--- src/rtl/trace_pkg.sv ---
// Shared types and default sizes for the trace capture controller.
package trace_pkg;

  typedef enum logic [2:0] {
    IDLE  = 3'd0,
    ARMED = 3'd1,
    POST  = 3'd2,
    DONE  = 3'd3,
    READ  = 3'd4
  } trace_state_t;

  localparam int TRACE_WIDTH = 48;
  localparam int TRACE_DEPTH = 1024;

  // Saturating increment for the 16-bit drop counter.
  function automatic logic [15:0] sat_inc16(input logic [15:0] v);
    return (v == 16'hFFFF) ? v : v + 16'd1;
  endfunction

endpackage

--- src/rtl/trace_read_stage.sv ---
// Readout engine: issues one BRAM read at a time (oldest-first, wrapping),
// tracks the single in-flight read and holds the returned sample in a
// one-entry output slot exposed as first/deq.
module trace_read_stage
  import trace_pkg::*;
#(
  parameter int width = TRACE_WIDTH,
  parameter int depth = TRACE_DEPTH,
  localparam int AW = $clog2(depth)
) (
  input  logic             clk,
  input  logic             rst,
  input  logic             flush,
  input  logic             active,
  input  logic             load,
  input  logic [AW-1:0]    load_addr,
  input  logic [AW:0]      load_len,
  input  logic             rd_rdy,
  input  logic [width-1:0] rd_data,
  output logic             rd_ena,
  output logic [AW-1:0]    rd_addr,
  input  logic             deq,
  output logic [width-1:0] first,
  output logic             first_rdy,
  output logic             busy
);

  logic [AW-1:0]    rdptr_q, rdptr_d;
  logic [AW:0]      rem_q, rem_d;
  logic             inflight_q, inflight_d;
  logic             slot_vld_q, slot_vld_d;
  logic [width-1:0] slot_data_q, slot_data_d;
  logic             deq_ok;
  logic             issue;

  // Read issue, pointer/remaining bookkeeping and output slot update.
  always_comb begin
    deq_ok      = deq && slot_vld_q;
    issue       = active && !flush && rd_rdy && (rem_q != '0) && !inflight_q &&
                  (!slot_vld_q || deq_ok);
    rdptr_d     = rdptr_q;
    rem_d       = rem_q;
    inflight_d  = issue;
    slot_vld_d  = slot_vld_q;
    slot_data_d = slot_data_q;
    if (load) begin
      rdptr_d = load_addr;
      rem_d   = load_len;
    end else if (issue) begin
      rdptr_d = rdptr_q + AW'(1);
      rem_d   = rem_q - 1'b1;
    end
    if (deq_ok) slot_vld_d = 1'b0;
    // Data returns one cycle after the read was accepted.
    if (inflight_q) begin
      slot_vld_d  = 1'b1;
      slot_data_d = rd_data;
    end
    // Abort discards the slot and any read still in flight.
    if (flush) begin
      slot_vld_d = 1'b0;
      inflight_d = 1'b0;
      rem_d      = '0;
    end
  end

  // Control state register.
  always_ff @(posedge clk or posedge rst) begin
    if (rst) begin
      rdptr_q    <= '0;
      rem_q      <= '0;
      inflight_q <= 1'b0;
      slot_vld_q <= 1'b0;
    end else begin
      rdptr_q    <= rdptr_d;
      rem_q      <= rem_d;
      inflight_q <= inflight_d;
      slot_vld_q <= slot_vld_d;
    end
  end

  // Slot payload; qualified by slot_vld_q so it needs no reset.
  always_ff @(posedge clk) begin
    slot_data_q <= slot_data_d;
  end

  assign rd_ena    = issue;
  assign rd_addr   = rdptr_q;
  assign first     = slot_data_q;
  assign first_rdy = slot_vld_q;
  assign busy      = (rem_q != '0) || inflight_q || slot_vld_q;

endmodule

--- src/rtl/trace_capture_ctrl.sv ---
// Trace buffer sequencer: circular capture, post-trigger countdown, freeze,
// then oldest-first readout through trace_read_stage.
// Optional macro TRACE_DROP_CNT_EN adds a saturating 16-bit `drops` output
// counting samples lost while the BRAM write port was not ready.
module trace_capture_ctrl
  import trace_pkg::*;
#(
  parameter int width = TRACE_WIDTH,
  parameter int depth = TRACE_DEPTH,
  localparam int AW = $clog2(depth)
) (
  input  logic             CLK,
  input  logic             RST,
  input  logic             arm__ENA,
  input  logic [AW:0]      arm_post,
  output logic             arm__RDY,
  input  logic             abort__ENA,
  input  logic             enable,
  input  logic             trigger,
  input  logic [width-1:0] data,
  output logic             bram_write__ENA,
  output logic [AW-1:0]    bram_write_addr,
  output logic [width-1:0] bram_write_data,
  input  logic             bram_write__RDY,
  output logic             bram_read__ENA,
  output logic [AW-1:0]    bram_read_addr,
  input  logic             bram_read__RDY,
  input  logic [width-1:0] bram_dataOut,
  output logic [width-1:0] out_first,
  output logic             out_first__RDY,
  input  logic             out_deq__ENA,
`ifdef TRACE_DROP_CNT_EN
  output logic [15:0]      drops,
`endif
  output logic [2:0]       state,
  output logic [AW:0]      count
);

  localparam logic [AW:0] DEPTH_C = (AW+1)'(depth);
  localparam logic [AW:0] ONE_C   = (AW+1)'(1);

  trace_state_t  state_q, state_d;
  logic [AW-1:0] wptr_q, wptr_d;
  logic [AW:0]   count_q, count_d;
  logic [AW:0]   post_q, post_d;
  logic [AW:0]   rem_q, rem_d;
  logic          capturing;
  logic          wr_fire;
  logic          arm_go;
  logic          rd_load;
  logic          rd_busy;
  logic [AW-1:0] rd_start;

  assign capturing = (state_q == ARMED) || (state_q == POST);
  assign wr_fire   = enable && bram_write__RDY && capturing;
  assign arm__RDY  = (state_q == IDLE) || (state_q == DONE);
  assign arm_go    = arm__ENA && arm__RDY;
  // A full buffer has wrapped, so the oldest sample sits at the write pointer.
  assign rd_start  = (count_q == DEPTH_C) ? wptr_q : '0;

  // Next-state logic for the sequencer and the write path.
  always_comb begin
    state_d = state_q;
    wptr_d  = wptr_q;
    count_d = count_q;
    post_d  = post_q;
    rem_d   = rem_q;
    rd_load = 1'b0;
    if (wr_fire) begin
      wptr_d = wptr_q + AW'(1);
      if (count_q != DEPTH_C) count_d = count_q + 1'b1;
    end
    case (state_q)
      IDLE:  ;
      ARMED: begin
        if (trigger) begin
          if (post_q == '0) begin
            state_d = DONE;
          end else begin
            state_d = POST;
            rem_d   = post_q;
          end
        end
      end
      POST: begin
        if (wr_fire) begin
          rem_d = rem_q - 1'b1;
          if (rem_q == ONE_C) state_d = DONE;
        end
      end
      DONE: begin
        if (count_q != '0) begin
          rd_load = 1'b1;
          state_d = READ;
        end
      end
      READ: begin
        if (!rd_busy) state_d = IDLE;
      end
      default: state_d = IDLE;
    endcase
    // Arming is only accepted in IDLE/DONE and wins over the DONE->READ move.
    if (arm_go) begin
      wptr_d  = '0;
      count_d = '0;
      post_d  = arm_post;
      rd_load = 1'b0;
      state_d = ARMED;
    end
    // Abort beats everything else.
    if (abort__ENA) begin
      count_d = '0;
      rd_load = 1'b0;
      state_d = IDLE;
    end
  end

  // Sequencer and write-path registers.
  always_ff @(posedge CLK or posedge RST) begin
    if (RST) begin
      state_q <= IDLE;
      wptr_q  <= '0;
      count_q <= '0;
      post_q  <= '0;
      rem_q   <= '0;
    end else begin
      state_q <= state_d;
      wptr_q  <= wptr_d;
      count_q <= count_d;
      post_q  <= post_d;
      rem_q   <= rem_d;
    end
  end

  trace_read_stage #(
    .width (width),
    .depth (depth)
  ) u_read (
    .clk       (CLK),
    .rst       (RST),
    .flush     (abort__ENA),
    .active    (state_q == READ),
    .load      (rd_load),
    .load_addr (rd_start),
    .load_len  (count_q),
    .rd_rdy    (bram_read__RDY),
    .rd_data   (bram_dataOut),
    .rd_ena    (bram_read__ENA),
    .rd_addr   (bram_read_addr),
    .deq       (out_deq__ENA),
    .first     (out_first),
    .first_rdy (out_first__RDY),
    .busy      (rd_busy)
  );

`ifdef TRACE_DROP_CNT_EN
  logic [15:0] drops_q, drops_d;

  // Count samples lost to a busy BRAM write port during capture.
  always_comb begin
    drops_d = drops_q;
    if (capturing && enable && !bram_write__RDY) drops_d = sat_inc16(drops_q);
    if (arm_go || abort__ENA) drops_d = '0;
  end

  // Drop counter register.
  always_ff @(posedge CLK or posedge RST) begin
    if (RST) drops_q <= '0;
    else     drops_q <= drops_d;
  end

  assign drops = drops_q;
`endif

  assign bram_write__ENA = wr_fire;
  assign bram_write_addr = wptr_q;
  assign bram_write_data = data;
  assign state           = state_q;
  assign count           = count_q;

endmodule

--- config.mk ---
export PLATFORM = sky130hd
export DESIGN_NAME = trace_capture_ctrl
export DESIGN_NICKNAME = d
export VERILOG_FILES = /design/src/rtl/trace_pkg.sv /design/src/rtl/trace_read_stage.sv /design/src/rtl/trace_capture_ctrl.sv
export SDC_FILE = /design/constraint.sdc
export NUM_CORES = 1
export LEC_CHECK = 0
export BUFFER_PORTS_ARGS = -buffer_cell sky130_fd_sc_hd__buf_2
export CAP_MARGIN = 20
export CORE_UTILIZATION = 32
export CTS_CLUSTER_DIAMETER = 120
export DETAILED_ROUTE_END_ITERATION = 10
export PLACE_DENSITY = 0.63
export SLEW_MARGIN = 20
export SYNTH_ARGS = -nofsm -noshare
export SYNTH_HDL_FRONTEND = slang
export SYNTH_SLANG_ARGS = --single-unit
export TNS_END_PERCENT = 50
--- constraint.sdc ---
create_clock -name CLK -period 3.07 [get_ports CLK]
set_clock_uncertainty 0.05 [all_clocks]
set_input_delay 0.614 -clock CLK [delete_from_list [all_inputs] [get_ports CLK]]
set_output_delay 0.614 -clock CLK [all_outputs]
set_load 0.02 [all_outputs]
==> out/qor.txt <==
Max Clk Rate: 369 MHz
Max Buffers Root-to-Sink: 2
Register area share after synthesis: 54.2%
Area grow syn2layout: 22.3%
Tmin final: 2.71 ns
Vias in the first global route: 4386
Final net count: 777
H-tree depth: 4
Reg2reg path depth: 5
Async SR Flop Fraction: 59.0%
Reg-to-reg startpoint: count[5]
Final slew viol count: 0
Met2 usage: 27.7%
Maximum vdd drop: 0.403 mV
Synth cell types: 64
Setup Buffers After CTS: 0
Die width: 137 microns
Predominant post-synthesis flop cell: dfrtp_1
Average cell area after synthesis: 11.0 sq um
GPL Wtd Cong: 0.835
GRT met3 Usage: 5.85%
Mapped Cells: 531
M1 GR Usage: 18.9%
Worst-Skew Late Latency: 0.41 ns
Resized cells post-CTS: 0
Final setup violation count: 0
Register area: 3170 sq um
Max_cap viols: 0
Critical Path End Type: output pin
First-pass GRT wire length: 23.3 mm
Initial antenna violation count: 1
CTS Root Cell: clkbuf_16
Worst-path clk slew: 0.06 ns
Number of synthesized flops with an enable pin: 48
Detailed Route WL: 15.4 mm
DR iter-0 viols: 240
Worst setup path category: reg -> out
Synthesized Nets: 655
DRT antenna net count: 0
DRC: 0
Total core area: 18000 sq um
FP Rows: 49
Die Height: 137 microns
Startpoint types: flip-flop
Cell Area, Synth: 5850 sq um
Busiest grt layer: met2
Run status: completed
HPWL Detailed: 11.5 mm
Num CTS Buffers: 17
Worst-Margin Slew: 0.732 ns
Fin. Hold Viols: 0
Final setup TNS: 0 ns
Share of post-route cells with drive strength above 1: 33.9%
Fill cells: 1785
Worst relative slew slack: 51.0%
Required @ worst endpoint: 2.41 ns
Worst-path maximum fanout: 11
Ports: 250
Final worst-path cycle share: 88.3%
CP startpoint: state[2]
Routed len/inst: 17.2 microns
Multi-input logic area: 2170 sq um
Port-buffer cells: 153
Min-delay worst type: in -> async
Lkg Pwr: 3.22 nW
Via count: 4558
Synth Register Bits: 117
Vias per cell: 5.09
Final Util: 39.8%
RSZ-0062 raised after global routing: no
Worst path arrival time: 2.05 ns
Pwr/cell area: 657 nW/um^2
Antenna diodes: 0
# clock sinks: 117
Ys Warns: 0
Largest net degree at the start of global routing: 52
1st-pass router iterations: 4
Hold Buf Count CTS: 0
Die Area: 18800 sq um
Gr usage total: 16.5%
TritonCTS clock tree: done
GR Overflow Total: 0
Initial Util: 32.5%
per-layer routing:
metal	vias to the layer above	share of wire, %	wire, microns
met3	25	8.8	1350
li1	2156	-	-
met4	0	1.6	245
met2	214	48	7420
met5	-	0	0
met1	2163	41	6400
final cells by class:
| cell class | instances | share of cell area [%] |
|---|---|---|
| clock buffers | 19 | 6.05 |
| well taps | 229 | 4.01 |
| inverters | 21 | 1.10 |
| multi-input cells | 326 | 30.3 |
| repair buffers | 170 | 12.7 |
| clock inverters | 13 | 1.57 |
| flip-flops and latches | 117 | 44.3 |
state kept, by name (all words and copies together), names as in the netlist:
signal / flops
u_read.first: 48
count: 11
u_read.rd_addr: 10
u_read.inflight_q: 1
state: 3
rem_q: 11
bram_write_addr: 10
u_read.first_rdy: 1
u_read.rem_q: 11
post_q: 11
cell usage after synthesis, drive strengths merged, types with 12 or more instances:
master	n	area (sq um)
dfrtp	69	1730
buf	54	392
edfxtp	48	1440
nor2	47	176
a21oi	25	125
nand2	23	86.3
inv	21	78.8
nand3	21	110
o21ai	18	90.1
nor3	14	75.1
o22a	14	123
clkbuf	13	48.8
xor2	13	114
nor4	12	93.8
path summary, 6_finish.rpt:
kind | to | slack (ns)
setup / recovery | bram_read__ENA | 0.36
hold / removal | post_q[2] | 0.24
setup reg to reg | u_read.rd_addr[9] | 0.65
hold reg to reg | u_read.rem_q[10] | 0.46
max in group asynchronous | u_read.rd_addr[3] | 2.08
min in group CLK | u_read.first[3] | 0.33
stage by stage:
step / power (mW) / instances / setup slack [ns] / instance area, sq um / hold slack [ns]
after global placement: 2.90 / 863 / 0.507 / 6600 / 0.450
final: 4.70 / 895 / 0.358 / 7150 / 0.238
after detailed placement: 2.91 / 863 / 0.463 / 6600 / 0.452
after CTS: 4.75 / 895 / 0.334 / 7150 / 0.254
after floorplan: 2.71 / 531 / 0.351 / 5850 / 0.422
after global routing: 4.95 / 895 / 0.200 / 7150 / 0.280
where the power goes:
part / switching (mW) / total, mW / internal, mW / leakage [nW]
logic: 0.524 / 0.920 / 0.396 / 1.62
registers: 0.158 / 1.96 / 1.80 / 1.34
clock network: 0.713 / 1.82 / 1.11 / 0.259
cell families (layout without fill, tap and decap cells):
logic type,count (synthesis),in the layout,synth area share (%)
buffers and inverters,88,223,8.88
AO/OA/AOI/OAI,109,109,13.3
adder cells (fa/ha/maj),8,8,1.71
XOR/XNOR,21,21,3.15
AND/OR/NAND/NOR,175,175,16.3
flip-flops,117,117,54.2
multiplexers,13,13,2.46
critical path: stages (launching register included):
cell	delay, ns
dfrtp_1	0.51
or3b_1	0.47
nor4_2	0.17
buf_4	0.18
nand2_1	0.08
inv_2	0.07
buf_2	0.15
placed cells by master, fill, tap and decap left out, drive strengths merged, types with 8 or more instances in the layout:
cell type  instances
and3              10
nand3             21
clkbuf            19
a22oi              8
ha                 8
nor3              14
nor2              47
o22a              14
inv               22
nand4              9
xor2              13
nor4              12
a2bb2oi            9
buf              170
o21ai             18
xnor2              8
a21oi             25
edfxtp            48
dfrtp             69
mux2              11
nand2             23
and2               8
(Power assumes the default switching activity.)
